## config.mk

```make
export PLATFORM = sky130hd
export DESIGN_NAME = multi_dma
export DESIGN_NICKNAME = d
export VERILOG_FILES = /design/src/rtl/multi_dma.sv
export SDC_FILE = /design/constraint.sdc
export NUM_CORES = 1
export LEC_CHECK = 0
export CAP_MARGIN = 20
export CORE_MARGIN = 8
export CORE_UTILIZATION = 56
export CTS_BUF_LIST = sky130_fd_sc_hd__clkbuf_16
export DETAILED_ROUTE_END_ITERATION = 8
export PLACE_DENSITY = 0.9
export SLEW_MARGIN = 10
export SYNTH_ARGS = -nofsm -noshare
export SYNTH_HDL_FRONTEND = slang
export SYNTH_SLANG_ARGS = --single-unit
```

## constraint.sdc

```tcl
create_clock -name clk1 -period 4.9 [get_ports clk1]
set_input_delay 1.47 -clock clk1 [delete_from_list [all_inputs] [get_ports clk1]]
set_output_delay 1.47 -clock clk1 [all_outputs]
set_load 0.01 [all_outputs]
```

## src/rtl/multi_dma.sv

```systemverilog
// Multi-channel byte DMA: per-channel descriptors share one read/write engine with
// lowest-index arbitration; hblank-mode channels move BLOCK bytes per pacing pulse.
module multi_dma #(
  parameter int CHANNELS = 2,
  parameter int AW       = 16,
  parameter int LEN_W    = 8,
  parameter int BLOCK    = 16
) (
  input  logic                      clk1,
  input  logic                      nreset,
  input  logic [CHANNELS-1:0]       start,
  input  logic [CHANNELS-1:0]       abort,
  input  logic [CHANNELS-1:0]       mode,
  input  logic [CHANNELS*AW-1:0]    src,
  input  logic [CHANNELS*AW-1:0]    dst,
  input  logic [CHANNELS*LEN_W-1:0] len,
  input  logic                      hblank,
  output logic                      rd_req,
  output logic [AW-1:0]             rd_a,
  input  logic                      rd_ack,
  input  logic [7:0]                rd_d,
  output logic                      wr_req,
  output logic [AW-1:0]             wr_a,
  output logic [7:0]                wr_d,
  input  logic                      wr_ack,
  output logic [CHANNELS-1:0]       busy,
  output logic [CHANNELS-1:0]       done,
  output logic                      stall
);
  localparam int CW = (CHANNELS > 1) ? $clog2(CHANNELS) : 1;
  localparam int BW = (BLOCK > 1) ? $clog2(BLOCK) : 1;
  localparam int RW = LEN_W + 1;

  typedef enum logic [1:0] {IDLE, READ, WRITE, HOLD} state_t;
  state_t state_q, state_d;

  logic [AW-1:0]       src_q [CHANNELS];
  logic [AW-1:0]       dst_q [CHANNELS];
  logic [RW-1:0]       rem_q [CHANNELS];
  logic [CHANNELS-1:0] mode_q, busy_q, credit_q, done_q;

  logic [CW-1:0] cur_q, grant_idx;
  logic [BW-1:0] blk_q;
  logic [7:0]    data_q;
  logic          kill_q;

  logic [CHANNELS-1:0] elig;
  logic grant, cur_abort, step, finish, blk_end;

  always_comb begin
    elig      = busy_q & (~mode_q | credit_q) & ~abort;
    grant     = 1'b0;
    grant_idx = '0;
    for (int unsigned i = 0; i < CHANNELS; i++) begin
      if (elig[i] && !grant) begin
        grant     = 1'b1;
        grant_idx = CW'(i);
      end
    end
    cur_abort = abort[cur_q];
    state_d   = state_q;
    step      = 1'b0;
    finish    = 1'b0;
    blk_end   = 1'b0;
    case (state_q)
      IDLE:  if (grant) state_d = READ;
      READ: begin
        if (cur_abort)   state_d = IDLE;
        else if (rd_ack) state_d = WRITE;
      end
      WRITE: begin
        if (wr_ack) begin
          // An abort seen at any point during the write drops the byte's bookkeeping.
          if (kill_q || cur_abort) begin
            state_d = IDLE;
          end else begin
            step = 1'b1;
            if (rem_q[cur_q] == RW'(1)) begin
              finish  = 1'b1;
              state_d = IDLE;
            end else if (mode_q[cur_q] && blk_q == BW'(BLOCK - 1)) begin
              blk_end = 1'b1;
              state_d = HOLD;
            end else begin
              state_d = READ;
            end
          end
        end
      end
      HOLD:    state_d = IDLE;
      default: state_d = IDLE;
    endcase
  end

  always_ff @(posedge clk1 or negedge nreset) begin
    if (!nreset) begin
      state_q <= IDLE;
      cur_q   <= '0;
      blk_q   <= '0;
      data_q  <= '0;
      kill_q  <= 1'b0;
    end else begin
      state_q <= state_d;
      kill_q  <= (state_d == WRITE) && (kill_q || cur_abort);
      if (state_q == IDLE && grant) begin
        cur_q <= grant_idx;
        blk_q <= '0;
      end else if (step) begin
        blk_q <= blk_q + BW'(1);
      end
      if (state_q == READ && rd_ack) data_q <= rd_d;
    end
  end

  always_ff @(posedge clk1 or negedge nreset) begin
    if (!nreset) begin
      for (int unsigned i = 0; i < CHANNELS; i++) begin
        src_q[i] <= '0;
        dst_q[i] <= '0;
        rem_q[i] <= '0;
      end
      mode_q   <= '0;
      busy_q   <= '0;
      credit_q <= '0;
      done_q   <= '0;
    end else begin
      done_q <= '0;
      for (int unsigned i = 0; i < CHANNELS; i++) begin
        if (abort[i]) begin
          busy_q[i]   <= 1'b0;
          credit_q[i] <= 1'b0;
        end else if (start[i] && !busy_q[i]) begin
          busy_q[i]   <= 1'b1;
          credit_q[i] <= 1'b0;
          mode_q[i]   <= mode[i];
          src_q[i]    <= src[i*AW +: AW];
          dst_q[i]    <= dst[i*AW +: AW];
          rem_q[i]    <= RW'(len[i*LEN_W +: LEN_W]) + RW'(1);
        end else begin
          if (step && cur_q == CW'(i)) begin
            src_q[i] <= src_q[i] + AW'(1);
            dst_q[i] <= dst_q[i] + AW'(1);
            rem_q[i] <= rem_q[i] - RW'(1);
          end
          // Consuming a credit takes priority over a coincident hblank pulse.
          if (finish && cur_q == CW'(i)) begin
            busy_q[i]   <= 1'b0;
            credit_q[i] <= 1'b0;
            done_q[i]   <= 1'b1;
          end else if (blk_end && cur_q == CW'(i)) begin
            credit_q[i] <= 1'b0;
          end else if (hblank && busy_q[i] && mode_q[i]) begin
            credit_q[i] <= 1'b1;
          end
        end
      end
    end
  end

  assign rd_req = (state_q == READ);
  assign wr_req = (state_q == WRITE);
  assign rd_a   = rd_req ? src_q[cur_q] : '0;
  assign wr_a   = wr_req ? dst_q[cur_q] : '0;
  assign wr_d   = wr_req ? data_q : '0;
  assign stall  = rd_req | wr_req;
  assign busy   = busy_q;
  assign done   = done_q;
endmodule

```

Yosys cells after proc, flatten, opt, wreduce, memory -nomap -nowiden. Index checks and enable logic that the tools add are counted.

Bits in registers: 106. Output and inout port bits: 47. Word-level logic and storage cells: 153. Bits of input ports: 99.

$lt $le $gt $ge: 2. Muxes and demuxes: 75. Bitwise operators: 10. Reduce and logical (&&, ||, !) cells: 33. Equal/unequal tests: 6. Add/subtract/negate cells: 9.

Operators with widths (number): two-way mux 16 bit (16); adder 16 x 1 -> 16 bit, second input constant (4); two-way mux 9 bit (7); two-way mux 1 bit (41); adder 8 x 1 -> 9 bit, second input constant (2); subtractor 9 x 1 -> 9 bit, second input constant (2); logical AND 1 bit (17); two-way mux 2 bit (7); nonzero test 5 bit (2); equality test 9 x 1 -> 1 bit, second input constant (1); two-way mux 4 bit (2); two-way mux 8 bit (1); one-hot mux 2 bit (4 select lines) (1); AND reduction 2 bit (4); equality test 2 bit, second input constant (3); nonzero test 2 bit (3); nonzero test 3 bit (2); adder 4 x 1 -> 4 bit, second input constant (1); AND 2 bit (2); equality test 4 bit, second input constant (1); inverter 2 bit (2); logical NOT 1 bit (3); inverter 1 bit (3); equality test 2 x 1 -> 1 bit, second input constant (1); other kinds (7) (7).

Longest topological paths before layout. Gate-level depths: netlist of run 1.

Depth after elaboration: 14. Mapped depth: 9. Gate-level depth less buffers: 7.

Worst setup path before layout of run 1. No wires, ideal clock.

Path kind: register -> output. Start: register state_q[0]. End: output wr_a[10]. Path slack: 2.031 ns. Path buffers: 2. Cell stages (with the launch flop): 6. Arrival time: 1.399 ns. Required time: 3.430 ns. Cell sequence: dfrtp_1 > inv_1 > ha_1 > clkbuf_1 > clkbuf_1 > nor2b_1.

Cells in the longest elaborated chain, start to end: 2.

RTL lines: from (decl) (RTL line 35) `state_t state_q, state_d;`; from (signal assigned) (RTL line 103) `state_q <= state_d;`; equality test 2 bit (RTL line 161) `assign wr_req = (state_q == WRITE);`; net wr_req (RTL line 22) `output logic wr_req,`; two-way mux 16 bit (RTL line 163) `assign wr_a = wr_req ? dst_q[cur_q] : '0;`; to (decl) (RTL line 23) `output logic [AW-1:0] wr_a,`.

The timed path passes the listed nets, and every way through them passes these cells.

Final worst setup path of run 1.
Start: register cur_q. End: output rd_a[5].

Cells in the longest elaborated chain, start to end: 5.

RTL lines: from (decl) (RTL line 42) `logic [CW-1:0] cur_q, grant_idx;`; from (signal assigned) (RTL line 106) `cur_q <= grant_idx;`; inverter 1 -> 2 bit (implied by the code) (RTL line 162) `assign rd_a = rd_req ? src_q[cur_q] : '0;`; two-way mux 16 bit (implied by the code) (3 in series) (RTL line 162); two-way mux 16 bit (RTL line 162); to (decl) (RTL line 19) `output logic [AW-1:0] rd_a,`.

Every way passes these cells. The select of a mux whose other input is x is not followed.

==> out/results.ini, run 1 <==
[outcome]
status=finished clean

[worst_setup_path]
timing.critical_path.required_ns=3.43
critical_path_arrival_ns=2.50
cp_slowest_stage_delay_ns=0.83
reg2reg_from=state_q[0]
path_max_fanout=26
reg2reg_slack_ns=1.80
worstSetupStartpointType=register
timing.setup.critical_path_class=reg -> out
crit_slowest_cell=dfrtp_2
timing.critical_path.cells=buf_4 > mux2i_1 > nor2_1 > clkdlybuf4s50_1
timing.rr.end=rem_q[8]
rr_worst_depth=6
kind_of_capture_point_of_the_worst_setup_path=primary output

[clocking]
cts_setup_buffers=0
root_buffer=clkbuf_16
cts.htree.levels=3
cts-resized-gates=0
cts_hold_buffers_added=0
clock_sinks=106
clockBufferDepth=2
clock_insertion_delay_worst_skew_ns=0.35
cts_inserted_buffers=9
tritoncts=built
clkTransAtPathRegs_ns=0.06

[logic_synthesis]
yosysSeqAreaShare=0.384
postSynthNetCount=956
main_flop_type_after_synthesis=dfrtp_1
synth.area.top_cells=dfrtp_1, a21oi_1, mux2i_1, nor2_1, nand2_1
asyncSetResetFlopFracSynth=1.00
synthesis.area_per_instance_um2=8.19
synth_enable_flop_cells=0
syn-cell-area_um2=6910
synthDominantCellAreaShare=0.384
syn-instance-count=844
synthDominantAreaCellType=dfrtp_1
ys_types=57
yosys_register_bits=106
ys_warn_count=0

[cells_and_area]
layout.cells.most_common_list=clkdlybuf4s50_1, a21oi_1, dfrtp_1
final_layout_size_suffix_gt1_frac=0.0624
antenna_cells=0
synthToLayoutAreaGrowth_pct=25.8
mostFrequentLayoutCell=clkdlybuf4s50_1
finish.net_count=1069
fin_util=0.724
post_layout_cell_count=1108

[sta]
max_slew_margin=0.321
whs_ns=0.500
slew_at_the_pin_closest_to_its_max_slew_limit_ns=1.02
finalCriticalPeriod_ns=3.97
final.setup_skew_ns=0.00675
totalNegativeSetupSlack_ns=0
hold_violations=0
fmaxAchievable_ghz=0.252
grt_setup_unrepaired=false
drv_slew=0
finalSetupViolations=0
period_share=0.811

[floorplan]
die_w_um=127
row_count=40
area_enclosed_by_the_die_boundary_um2=16200
top_level_ports=146
die_height_um=127
initial_core_util=0.576
standard_cell_core_area_um2=12000

[global_route]
grt_antenna_before_repair=0
overflow=0
largest_net_degree_at_the_start_of_global_routing=88
gr-usage-all-layers=0.252
grt_pass1_vias=6382
first_pass_grt_wire_length_um=32800

[place]
routabilityCongestion=0.950
dp_hpwl_um=15300
io_buffer_count=145
numPlacedInstances=1093

[route]
drt_wl_total_um=21000
met2_length_um=9670
wl_met1_um=8880
routed_wire_length_per_instance_um=19.0
met3_routed_wirelength_um=1880
drt_iter0_drc=894
via_count=7083
avg_vias_per_cell=6.39
topRoutingLayerUsed=met4
drc_errors=0
drtAntennaViolNets=0
drt_pre_antenna_iters=6

[power_and_ir_drop]
leakagePower_uw=0.00354
vdd_drop_max_uv=249
pwr_density_cell_nw_per_um2=437

[hold_path]
whs_endpoint=data_q[0]
whs_path_depth=1
min-delay-start=data_q[0]
hold_path_class=reg -> reg

[job]
timing.max_cap.violations=0

## cell type report
| cell class | count | area [um^2] |
|---|---|---|
| multi-input combinational | 667 | 4010 |
| clock buffer | 9 | 225 |
| timing repair buffer | 157 | 1540 |
| clock inverter | 6 | 26.3 |
| sequential | 106 | 2650 |
| fill | 922 | 3310 |
| inverter | 16 | 60.1 |
| tap | 147 | 184 |
## flip-flops by register name, summed over array words and instances, names as in the netlist
signal    count
blk_q         4
rem_q        18
done          2
mode_q        2
state_q       2
dst_q        32
src_q        32
kill_q        1
credit_q      2
busy          2
data_q        8
cur_q         1
## per-layer routing
layer	track usage	vias to the layer above
met5	0	-
met1	0.339	3367
met4	0.106	0
li1	-	3313
met3	0.0474	42
met2	0.392	361
## how the worst max path moves through the flow
stage | startpoint | end | slack, ns | cells after the start
after floorplan | state_q[0] | wr_a[10] | 2.03 | 5
after global placement | wr_ack | rem_q[8] | 1.27 | 5
after detailed placement | wr_ack | dst_q[14] | 1.21 | 6
after CTS | state_q[0] | wr_d[6] | 0.95 | 4
after global routing | state_q[1] | rd_a[9] | 0.82 | 5
final | cur_q | rd_a[5] | 0.93 | 4
## power by group
part	switching (uW)	leakage [uW]	internal (uW)	total, uW
Combinational	770	0.00217	759	1530
Clock	314	0.000131	334	648
Sequential	458	0.00124	1170	1620
## per-stage QoR
| step | total power [uW] | setup WS (ns) | cell area, um^2 |
|---|---|---|---|
| floorplan | 2490 | 2.03 | 6910 |
| global placement | 3060 | 1.27 | 8450 |
| detailed placement | 3130 | 1.21 | 8450 |
| CTS | 3780 | 0.952 | 8700 |
| global route | 4030 | 0.821 | 8700 |
| finish | 3800 | 0.928 | 8700 |
## synthesized netlist by cell type, drive strengths merged (5+ instances only)
library cell  count
nand4            19
buf              13
a21oi           113
mux2i            38
nor2             89
nor4              6
nor3             16
and3              9
o22a              5
dfrtp           106
inv              15
nand3            45
xor2              6
o22ai            28
nor2b            22
and4              6
nand2b            6
mux2             10
nand2            84
xnor2             8
ha               13
a2bb2oi          19
a31oi             8
clkbuf           42
o21ai            56
and2             12
## cells by family after synthesis
family	Yosys count	synth area share
muxes	48	0.0713
DFF	106	0.384
buffers and inverters	71	0.0405
AOI/OAI and AO/OA	260	0.225
xor gates and xnor gates	14	0.0177
adders and majority gates	13	0.0235
and+or+nand+nor	332	0.238
## critical path, delay by kind of cell (launching register included)
kind          cells  cell delay (ns)
buf+inv           2             0.98
flops             1             0.83
simple gates      1             0.20
mux               1             0.13
Power figures use the tool's default switching activity.
==> inputs of run 2 (changes only) <==
CORE_UTILIZATION = 52   (was 56)
PLACE_DENSITY = 0.84   (was 0.9)
clock period = 4.1 ns   (was 4.9 ns; I/O delays follow)
==> run 2 against run 1 <==
Combinational power rose by 18%. Sequential share of layout area fell by 0.44 points. Sequential cell count did not move. Sequential power rose by 22%. Critical endpoint is now rd_a[9]. Largest cell class unchanged. Largest power group unchanged. Highest routed layer unchanged.
==> out/results.ini, run 2 (same netlist as run 1, synthesis figures left out) <==
[sta]
period_share=0.901
max_slew_margin=0.307
drv_slew=0
timing.final.ws_setup_ns=0.404
totalNegativeSetupSlack_ns=0
hold_violations=0
finalCriticalPeriod_ns=3.70
grt_setup_unrepaired=false
final.setup_skew_ns=0.00684
finalSetupViolations=0
fmaxAchievable_ghz=0.271
slew_at_the_pin_closest_to_its_max_slew_limit_ns=1.04

[global_route]
first_pass_grt_wire_length_um=33600
grt_pass1_vias=6471
largest_net_degree_at_the_start_of_global_routing=73
gr-usage-all-layers=0.236
overflow=0
grt_antenna_before_repair=0

[place]
routabilityCongestion=0.945
numPlacedInstances=1126
placement.setup.worst_slack_ns=0.773
dp_hpwl_um=15400
io_buffer_count=145

[cells_and_area]
antenna_cells=0
post_layout_cell_count=1142
fin_util=0.672
layout.cells.most_common_list=clkdlybuf4s50_1, a21oi_1, dfrtp_1
final.fill_count=1078
finish.net_count=1073
mostFrequentLayoutCell=clkdlybuf4s50_1
synthToLayoutAreaGrowth_pct=27.7
largest_registers=dst_q: 32 flops, src_q: 32 flops, rem_q: 18 flops
final_layout_size_suffix_gt1_frac=0.0683

[floorplan]
area_enclosed_by_the_die_boundary_um2=17200
standard_cell_core_area_um2=13100
initial_core_util=0.526
row_count=42
die_height_um=131
top_level_ports=146
die_w_um=131

[hold_path]
whs_endpoint=data_q[6]
whs_path_depth=1
hold_path_class=reg -> reg
min-delay-start=data_q[6]

[route]
drtAntennaViolNets=0
drt_wl_total_um=20900
avg_vias_per_cell=6.16
via_count=7037
drc_errors=0
routed_wire_length_per_instance_um=18.3
drt_iter0_drc=797
drt_pre_antenna_iters=6

[worst_setup_path]
timing.rr.end=dst_q[14]
rr_worst_depth=8
crit_slowest_cell=dfrtp_2
timing.critical_path.buf_inv=2
kind_of_capture_point_of_the_worst_setup_path=primary output
reg2reg_slack_ns=1.10
reg2reg_from=state_q[0]
path_max_fanout=40
critPathTopFamily=flip-flops
critical_path_arrival_ns=2.47
worstSetupStartpointType=register
timing.critical_path.required_ns=2.87
timing.setup.critical_path_class=reg -> out
timing.critical_path.cells=buf_4 > mux2i_1 > nor2_1 > clkdlybuf4s50_1
cp_slowest_stage_delay_ns=1.03

[job]
timing.max_cap.violations=0

[power_and_ir_drop]
pwr_density_cell_nw_per_um2=525
vdd_drop_max_uv=261
report.power.total_uw=4630
leakagePower_uw=0.00358

[clocking]
clock_sinks=106
clock_insertion_delay_worst_skew_ns=0.35
clockBufferDepth=2
cts_inserted_buffers=9
tritoncts=built
cts_setup_buffers=0
clkTransAtPathRegs_ns=0.07
cts_hold_buffers_added=0
cts-resized-gates=0
root_buffer=clkbuf_16
cts.htree.levels=3

[outcome]
status=finished clean

run 2: changes by cell type in the layout (fill, tap and decap cells not counted):
cell / delta
buf_12: +2
buf_4: +2
clkinv_1: -2
clkinvlp_4: +2
bufinv_16: +1
clkinv_2: -1
inv_1: +1
run 2: final cells by class:
class / count / area, um^2 / area share
multi-input combinational: 667 / 4010 / 0.454
clock buffer: 9 / 225 / 0.0255
tap: 176 / 220 / 0.0250
clock inverter: 7 / 62.6 / 0.00709
timing repair buffer: 161 / 1590 / 0.181
sequential: 106 / 2650 / 0.301
inverter: 16 / 60.1 / 0.00681
run 2: worst max path at each step:
stage	cells past startpoint	end	from	slack (ns)
finish	4	rd_a[9]	cur_q	0.40
global route	4	rd_a[7]	cur_q	0.33
CTS	4	rd_a[9]	cur_q	0.43
detailed placement	6	dst_q[14]	wr_ack	0.77
global placement	6	busy[0]	abort[1]	0.82
floorplan	5	wr_a[10]	state_q[0]	1.47
run 2: worst reg2reg max path, delay by kind of cell (launching register included):
kind / cells / cell delay [ns]
flip-flops: 1 / 0.39
AND/OR/NAND/NOR: 1 / 0.23
adder cells (fa/ha/maj): 1 / 0.68
AO/OA/AOI/OAI: 3 / 0.90
buffers and inverters: 3 / 0.72
run 2: report_power, final:
part / internal (uW) / switching, uW
logic: 921 / 880
clock network: 467 / 389
registers: 1390 / 580
total: 2780 / 1850
run 2: layer usage:
metal / wire, um / share of wire / track usage
met5: 0 / 0 / 0
met4: 446 / 0.021 / 0.0728
met3: 1780 / 0.085 / 0.0553
met2: 9870 / 0.47 / 0.374
met1: 8840 / 0.42 / 0.312
run 2: through the flow:
stage               hold slack [ns]  area (um^2)
CTS                           0.502         8820
floorplan                     0.471         6910
global route                  0.535         8820
detailed placement            0.486         8540
finish                        0.501         8820
global placement              0.480         8540
==> inputs of run 3 (changes only) <==
SLEW_MARGIN = 5   (was 10)
==> results of run 3 <==
No change in the layout: final DEF, timing and power equal those of run 2.
